`src/rtl/divider_pkg.sv`:
```
// Shared types and sizing for the sequential restoring divider.
package divider_pkg;

  localparam int DATA_LENGTH = 32;
  localparam int CNT_WIDTH   = $clog2(2 * DATA_LENGTH);

  typedef enum logic [1:0] {
    IDLE,
    RUN,
    DONE
  } div_state_e;

endpackage

```
`src/rtl/divider_step.sv`:
```
// One restoring-division iteration: shift in a dividend bit, compare, conditionally subtract.
module divider_step #(
  parameter int DATA_LENGTH = 32
) (
  input  logic [DATA_LENGTH:0]   rem_i,
  input  logic                   dvd_bit_i,
  input  logic [DATA_LENGTH-1:0] divisor_i,
  output logic [DATA_LENGTH:0]   rem_o,
  output logic                   q_bit_o
);

  logic [DATA_LENGTH:0] shifted;
  logic [DATA_LENGTH:0] diff;

  always_comb begin
    shifted = {rem_i[DATA_LENGTH-1:0], dvd_bit_i};
    diff    = shifted - {1'b0, divisor_i};
    // A set top bit means the true shifted value overflowed and is certainly >= divisor.
    q_bit_o = rem_i[DATA_LENGTH] || (shifted >= {1'b0, divisor_i});
    rem_o   = q_bit_o ? diff : shifted;
  end

endmodule

```
`src/rtl/divider_seq.sv`:
```
// Radix-2 restoring divider, one quotient bit per clock, start/busy/finish handshake.
// Optional macro DIVIDER_SIGNED_EN selects two's-complement (truncating) division.
module divider_seq #(
  parameter int DATA_LENGTH = divider_pkg::DATA_LENGTH
) (
  input  logic                     clk_i,
  input  logic                     rst_i,
  input  logic                     start_i,
  output logic                     busy_o,
  output logic                     finish_o,
  input  logic [2*DATA_LENGTH-1:0] dividend_i,
  input  logic [DATA_LENGTH-1:0]   divisor_i,
  output logic [2*DATA_LENGTH-1:0] quotient_o,
  output logic [DATA_LENGTH-1:0]   remainder_o,
  output logic                     div_by_zero_o
);
  import divider_pkg::*;

  localparam int                 QW      = 2 * DATA_LENGTH;
  localparam int                 CNT_W   = $clog2(QW);
  localparam logic [CNT_W-1:0]   CNT_MAX = CNT_W'(QW - 1);

  div_state_e             state_q, state_d;
  logic [CNT_W-1:0]       cnt_q, cnt_d;
  logic [DATA_LENGTH:0]   rem_q, rem_d;
  logic [QW-1:0]          dvd_q, dvd_d;
  logic [DATA_LENGTH-1:0] dsr_q, dsr_d;
  logic [QW-1:0]          quot_q, quot_d;
  logic [DATA_LENGTH-1:0] remo_q, remo_d;
  logic                   dbz_q, dbz_d;
  logic                   fin_q, fin_d;

  logic [DATA_LENGTH:0]   step_rem;
  logic                   step_q;
  logic [QW-1:0]          dvd_nxt;

`ifdef DIVIDER_SIGNED_EN
  logic                   qneg_q, qneg_d;
  logic                   rneg_q, rneg_d;

  function automatic logic [QW-1:0] neg_if_q(input logic [QW-1:0] v, input logic neg);
    return neg ? (~v + 1'b1) : v;
  endfunction

  function automatic logic [DATA_LENGTH-1:0] neg_if_r(input logic [DATA_LENGTH-1:0] v,
                                                      input logic neg);
    return neg ? (~v + 1'b1) : v;
  endfunction
`endif

  divider_step #(
    .DATA_LENGTH(DATA_LENGTH)
  ) u_step (
    .rem_i    (rem_q),
    .dvd_bit_i(dvd_q[QW-1]),
    .divisor_i(dsr_q),
    .rem_o    (step_rem),
    .q_bit_o  (step_q)
  );

  // Dividend bits leave at the top while quotient bits enter at the bottom.
  assign dvd_nxt = {dvd_q[QW-2:0], step_q};

  always_comb begin
    state_d = state_q;
    cnt_d   = cnt_q;
    rem_d   = rem_q;
    dvd_d   = dvd_q;
    dsr_d   = dsr_q;
    quot_d  = quot_q;
    remo_d  = remo_q;
    dbz_d   = dbz_q;
    fin_d   = 1'b0;
`ifdef DIVIDER_SIGNED_EN
    qneg_d  = qneg_q;
    rneg_d  = rneg_q;
`endif
    case (state_q)
      IDLE: begin
        if (start_i) begin
          if (divisor_i == '0) begin
            state_d = DONE;
            quot_d  = '1;
            remo_d  = dividend_i[DATA_LENGTH-1:0];
            dbz_d   = 1'b1;
            fin_d   = 1'b1;
          end else begin
            state_d = RUN;
            cnt_d   = CNT_MAX;
            rem_d   = '0;
            dbz_d   = 1'b0;
`ifdef DIVIDER_SIGNED_EN
            qneg_d  = dividend_i[QW-1] ^ divisor_i[DATA_LENGTH-1];
            rneg_d  = dividend_i[QW-1];
            dvd_d   = neg_if_q(dividend_i, dividend_i[QW-1]);
            dsr_d   = neg_if_r(divisor_i, divisor_i[DATA_LENGTH-1]);
`else
            dvd_d   = dividend_i;
            dsr_d   = divisor_i;
`endif
          end
        end
      end
      RUN: begin
        rem_d = step_rem;
        dvd_d = dvd_nxt;
        cnt_d = cnt_q - 1'b1;
        if (cnt_q == '0) begin
          state_d = DONE;
          fin_d   = 1'b1;
`ifdef DIVIDER_SIGNED_EN
          quot_d  = neg_if_q(dvd_nxt, qneg_q);
          remo_d  = neg_if_r(step_rem[DATA_LENGTH-1:0], rneg_q);
`else
          quot_d  = dvd_nxt;
          remo_d  = step_rem[DATA_LENGTH-1:0];
`endif
        end
      end
      DONE: begin
        state_d = IDLE;
      end
      default: begin
        state_d = IDLE;
      end
    endcase
  end

  always_ff @(posedge clk_i) begin
    if (rst_i) begin
      state_q <= IDLE;
      cnt_q   <= '0;
      rem_q   <= '0;
      dvd_q   <= '0;
      dsr_q   <= '0;
      quot_q  <= '0;
      remo_q  <= '0;
      dbz_q   <= 1'b0;
      fin_q   <= 1'b0;
`ifdef DIVIDER_SIGNED_EN
      qneg_q  <= 1'b0;
      rneg_q  <= 1'b0;
`endif
    end else begin
      state_q <= state_d;
      cnt_q   <= cnt_d;
      rem_q   <= rem_d;
      dvd_q   <= dvd_d;
      dsr_q   <= dsr_d;
      quot_q  <= quot_d;
      remo_q  <= remo_d;
      dbz_q   <= dbz_d;
      fin_q   <= fin_d;
`ifdef DIVIDER_SIGNED_EN
      qneg_q  <= qneg_d;
      rneg_q  <= rneg_d;
`endif
    end
  end

  assign busy_o        = (state_q != IDLE);
  assign finish_o      = fin_q;
  assign quotient_o    = quot_q;
  assign remainder_o   = remo_q;
  assign div_by_zero_o = dbz_q;

endmodule

```
`config.mk`:
```
export PLATFORM = sky130hd
export DESIGN_NAME = divider_seq
export DESIGN_NICKNAME = d
export VERILOG_FILES = /design/src/rtl/divider_pkg.sv /design/src/rtl/divider_step.sv /design/src/rtl/divider_seq.sv
export SDC_FILE = /design/constraint.sdc
export NUM_CORES = 1
export LEC_CHECK = 0
export BUFFER_PORTS_ARGS = -buffer_cell sky130_fd_sc_hd__buf_2
export CAP_MARGIN = 15
export CORE_UTILIZATION = 63
export CTS_BUF_LIST = sky130_fd_sc_hd__clkbuf_8
export CTS_CLUSTER_DIAMETER = 30
export DETAILED_ROUTE_END_ITERATION = 10
export GPL_ROUTABILITY_DRIVEN = 0
export PLACE_DENSITY = 0.9
export SLEW_MARGIN = 20
export SYNTH_ARGS = -nofsm -noshare
export SYNTH_HDL_FRONTEND = slang
export SYNTH_SLANG_ARGS = --single-unit
```
`constraint.sdc`:
```
create_clock -name clk_i -period 4.6 [get_ports clk_i]
set_input_delay 0.23 -clock clk_i [delete_from_list [all_inputs] [get_ports clk_i]]
set_output_delay 0.23 -clock clk_i [all_outputs]
set_load 0.1 [all_outputs]
```
### After elaboration in Yosys (flattened, before gate mapping)

Index checks and enable logic that the tools add are counted.

* register bits after elaboration: 235
* output and inout bits: 99
* bits of input ports: 99

* magnitude comparators: 1
* multiplexer cells: 26
* add/sub/neg operators: 2
* bitwise gates (word level): 1
* equality and inequality tests: 5
* reductions and logical operators: 11

Operators with widths (count)
* $mux W64: 5
* $pmux W64 S2: 2
* $mux W33: 3
* $mux W32: 3
* $pmux W33 S2: 1
* $pmux W32 S2: 1
* $ge A33 B32 Y1: 1
* $sub A33 B32 Y33: 1
* $logic_not A32 Y1: 1
* $mux W6: 2
* $pmux W6 S2: 1
* $ne A2 B2 Y1 const B: 4
* $logic_not A6 Y1: 1
* $mux W2: 3
* $reduce_and A3 Y1: 2
* $sub A6 B1 Y6 const B: 1
* $pmux W2 S2: 1
* $reduce_and A2 Y1: 2
* $reduce_and A4 Y1: 1
* $reduce_bool A2 Y1: 2
* $mux W1: 3
* $eq A2 B1 Y1 const B: 1
* $logic_not A2 Y1: 1
* $pmux W1 S2: 1
* 2 further kinds: 2

### Depth between registers and ports, before layout

* depth after elaboration: 5
* mapped depth: 14
* mapped depth without buffers: 13

### Cells and area by module

Synthesis repeated with hierarchy kept, for this count alone.

* cell total of the unflattened synthesis: 1469
* area total of the unflattened synthesis: 12145.4 um^2

Modules (own cells, without submodules)
* divider_seq: area an instance 9904.5 um^2, times used 1, cells each 1139
* divider_step: area an instance 2240.9 um^2, times used 1, cells each 330

### Worst setup path before layout

Ideal clock, no wire load.

* path type: register to register
* start: register dvd_q[63]
* end: register remo_q[28], in the netlist remainder_o[28]
* path buffers: 0
* required time: 4.467 ns
* setup slack: 1.694 ns
* data arrival time: 2.773 ns
* stages on the path, launching flop included: 14
* setup time: 0.133 ns
* cells stage by stage: dfxtp_1 -> inv_1 -> ha_1 -> inv_1 -> fa_1 -> a21o_1 -> a221oi_1 -> o211ai_1 -> a211oi_1 -> a31o_2 -> xor2_1 -> a21oi_1 -> a2111oi_0 -> nor4_1

* cells in the longest elaborated chain, start to end: 5
* elaborated cells on any way between the ends: 6
* those cells by class: 1 x add/sub; 1 x order compare; 3 x mux; 1 x reduce/logical

RTL lines
* from (decl): RTL line divider_seq.sv:26 `logic [QW-1:0] dvd_q, dvd_d;`
* from (signal assigned): RTL line divider_seq.sv:148 `dvd_q <= dvd_d;`
* $ge A33 B32 Y1: RTL line divider_step.sv:19 `q_bit_o = rem_i[DATA_LENGTH] || (shifted >= {1'b0, divisor_i});`
* $logic_or A1 B1 Y1: RTL line divider_step.sv:19
* $mux W33 (*): RTL line divider_step.sv:20 `rem_o = q_bit_o ? diff : shifted;`
* $mux W32 (*): RTL line divider_seq.sv:108 `if (cnt_q == '0) begin`
* $pmux W32 S2 (*): RTL line divider_seq.sv:78 `case (state_q)`
* to (signal assigned): RTL line divider_seq.sv:151 `remo_q <= remo_d;`
* to (decl): RTL line divider_seq.sv:29 `logic [DATA_LENGTH-1:0] remo_q, remo_d;`

Mark *: on every way between the ends. The rest lies on a longest branch, timed or not. The select of a mux whose other input is x is not followed.
A chain may end at the register's enable or synchronous reset.

### Worst setup path in the final report

Ends and elaborated chain as after synthesis.

==> flow_summary.json <==
{
  "grt_max_degree": 146,
  "pre_cts_slack_ps": 1050,
  "place_area_sq_um": 12300,
  "fin_util": 0.809,
  "antenna_found_initial": 0,
  "grtUsageTotal": 0.369,
  "area_growth_pct": 24.4,
  "postRouteAntennaNets": 0,
  "cts_tree": "built",
  "hold_viol": 0,
  "leakage_nw": 5.95,
  "final.setup.tns_ps": 0,
  "worstHoldStart": "dividend_i[13]",
  "initial_core_util": 0.650,
  "h-tree-depth": 2,
  "fp.coreArea_sq_um": 17500,
  "hold_class": "input pin to register",
  "worstHoldPathCells": 3,
  "cts-root-buf": "clkbuf_8",
  "cp_max_fo": 4,
  "grt_pass1_vias": 11000,
  "synth.yosys.seq_area_share": 0.414,
  "finalClockSkew_ps": 34.5,
  "synth_flop_cell": "dfxtp_1",
  "rsz0062_at_grt": "no",
  "slew_violations": 0,
  "timing.rr.start": "dvd_q[63]",
  "vias": 12200,
  "timing.fmax_mhz": 266,
  "cts_buffers": 45,
  "cp.arrival_ps": 4160,
  "cts.clk_slew.worst_paths_ps": 60,
  "viasPerCell": 6.28,
  "clockBufferDepth": 3,
  "hpwlAfterDp_mm": 21.4,
  "cts-resized-gates": 0,
  "synth_edf_count": 0,
  "p_int_mw": 5.06,
  "fin_ws_ps": 840,
  "setup.worst_path.start": "dvd_q[63]",
  "wl_per_cell_um": 18.1,
  "wl_mm": 35.3,
  "fin_crit_sh": 0.817,
  "ys_types": 66,
  "grt_pass1_wl_mm": 54.7,
  "r2r_cells": 13,
  "drc": 0,
  "switching_power_mw": 4.14,
  "io_pins": 198,
  "port_buffers": 197,
  "synth-seq-cells": 235,
  "fillers": 1081,
  "p_comb_frac": 0.492,
  "status": "finished, final reports clean",
  "syn-cell-area_sq_um": 11400,
  "ys_warn_count": 0,
  "fin_crit_ps": 3760,
  "die_h_um": 136,
  "worst_pin_slew_ps": 1140,
  "cts_num_sinks": 235,
  "fp.dieArea_sq_um": 18600,
  "worst_hold_slack_ps": 18.6,
  "final_cell_area_sq_um": 14100,
  "maxCapViolCount": 0,
  "relSlewSlack": 0.241,
  "worst-setup-path-type": "register to register",
  "p_seq_frac": 0.272,
  "clkLatencyLatePin_ps": 580,
  "dr.pass1.iters": 7,
  "row_count": 48,
  "synthCells": 1465,
  "cp.required_ps": 5000,
  "antennaDiodeCount": 0,
  "endpoint_kind": "register",
  "drt_iter0_drc": 1441,
  "async_reset_ff_frac": 0,
  "setup_viol": 0,
  "power_frac_clock": 0.236,
  "fp.dieW_um": 136,
  "ir_worst_vdd_mv": 0.409,
  "post_cts.repair.setup_buffers": 0,
  "nets": 1820,
  "drive_gt1_frac": 0.177,
  "power.share.switching": 0.450,
  "overflow": 0,
  "synth.avg_cell_area_sq_um": 7.76,
  "hold_buffers": 84,
  "synth_nets": 1599,
  "cp-start-kind": "register",
  "p_per_area_nw_per_um2": 651
}
-- cells in the mapped netlist, types with 3 or more instances --
| cell type | instances | area [sq um] |
|---|---|---|
| o21bai_1 | 9 | 67.6 |
| buf_2 | 13 | 65.1 |
| ha_1 | 34 | 425 |
| a211oi_1 | 12 | 90.1 |
| and3_1 | 19 | 119 |
| nor4_1 | 10 | 62.6 |
| a221oi_1 | 3 | 26.3 |
| or3_1 | 4 | 25.0 |
| or2_2 | 4 | 25.0 |
| buf_1 | 9 | 33.8 |
| dfxtp_1 | 235 | 4700 |
| xor2_1 | 12 | 105 |
| nor3b_1 | 3 | 22.5 |
| a2111oi_0 | 3 | 26.3 |
| o21a_1 | 3 | 22.5 |
| o41ai_1 | 7 | 61.3 |
| xnor2_1 | 18 | 158 |
| nand3b_1 | 9 | 67.6 |
| o21ai_0 | 43 | 215 |
| nor2b_1 | 3 | 18.8 |
| nand4_1 | 8 | 50.1 |
| nor2_1 | 175 | 657 |
| nor3_1 | 132 | 661 |
| o211ai_1 | 13 | 97.6 |
| nand3_1 | 22 | 110 |
| a21o_1 | 26 | 195 |
| a21oi_1 | 105 | 526 |
| nand2_1 | 246 | 923 |
| a31oi_1 | 13 | 81.3 |
| clkbuf_1 | 96 | 360 |
| inv_1 | 41 | 154 |
| and2_1 | 5 | 31.3 |
| a311oi_1 | 84 | 736 |
| nand2b_1 | 5 | 31.3 |
| mux2i_1 | 3 | 30.0 |
-- power by group through the flow --
stage	clock network, mW	registers [mW]	logic, mW
2_1_floorplan	0	2.75	3.06
3_3_place_gp	0	2.51	4.14
3_5_place_dp	0	2.51	4.25
4_1_cts	2.17	2.48	4.37
5_1_grt	2.26	2.51	4.84
6_report	2.17	2.50	4.53
-- final cells by class --
cell class	count	area, sq um	share of cell area
Sequential cell	235	4700	0.333
Multi-Input combinational cell	1068	6070	0.429
Timing Repair Buffer	295	1980	0.140
Clock inverter	30	240	0.0170
Inverter	41	154	0.0109
Clock buffer	52	716	0.0506
Tap cell	225	282	0.0199
-- worst paths after layout --
kind / slack [ps] / endpoint
max: 840 / remainder_o[28]
min: 20 / remainder_o[13]
max reg2reg: 840 / remainder_o[28]
min reg2reg: 450 / remainder_o[21]
-- stage by stage --
| step | power, mW | std cells |
|---|---|---|
| CTS | 9.01 | 1946 |
| global placement | 6.64 | 1780 |
| floorplan | 5.81 | 1465 |
| global route | 9.62 | 1946 |
| finish | 9.20 | 1946 |
| detailed placement | 6.76 | 1780 |
-- placed cells by master, fill, tap and decap left out, types with 5 or more instances in the layout --
master           n
ha_1            34
a311oi_1        84
nand3b_1         9
clkinv_2        12
buf_4           11
a31oi_1         13
and3_1          19
a21o_1          26
nor3_1         132
a21oi_1        104
xnor2_1         18
inv_1           49
xor2_1          12
nor4_1          10
dlygate4sd3_1   84
o21ai_0         43
nand3_1         22
o41ai_1          7
clkbuf_8        52
o21bai_1         9
and2_1           5
buf_2          196
o211ai_1        13
a211oi_1        12
nor2_1         173
nand4_1          8
nand2_1        246
dfxtp_1        235
-- per-layer routing --
metal  vias to the layer above  wire, um  part of all wire  GRT usage
met5                         -         0                 0          0
met2                       772     15700              0.44      0.574
met3                       150      3860              0.11     0.0716
met1                      5643     14200              0.40      0.494
li1                       5651         -                 -          -
met4                         0      1530             0.043      0.164
-- state kept, by name (all words and copies together) (netlist names) --
name and flops:
quotient_o 64, finish_o 1, div_by_zero_o 1, state_q 2
rem_q 33, dvd_q 64, dsr_q 32, cnt_q 6
remainder_o 32
-- critical path, cell delays in order, from the launching register on --
cell,delay [ps]
dfxtp_1,320
inv_1,70
ha_1,150
inv_1,50
fa_1,400
a21o_1,190
a221oi_1,590
o211ai_1,250
a211oi_1,510
a31o_2,300
xor2_1,150
a21oi_1,70
a2111oi_0,440
nor4_1,100
-- kinds of logic (layout without fill, tap and decap cells) --
logic type,Yosys count,after routing,synth area share
buffers and inverters,162,418,0.0564
xor gates and xnor gates,30,30,0.0231
adders and majority gates,35,35,0.0392
and+or+nand+nor,650,650,0.250
DFF,235,235,0.414
muxes,3,3,0.00264
AOI/OAI and AO/OA,350,350,0.215
Note: power is estimated with default switching activity, not from simulation.
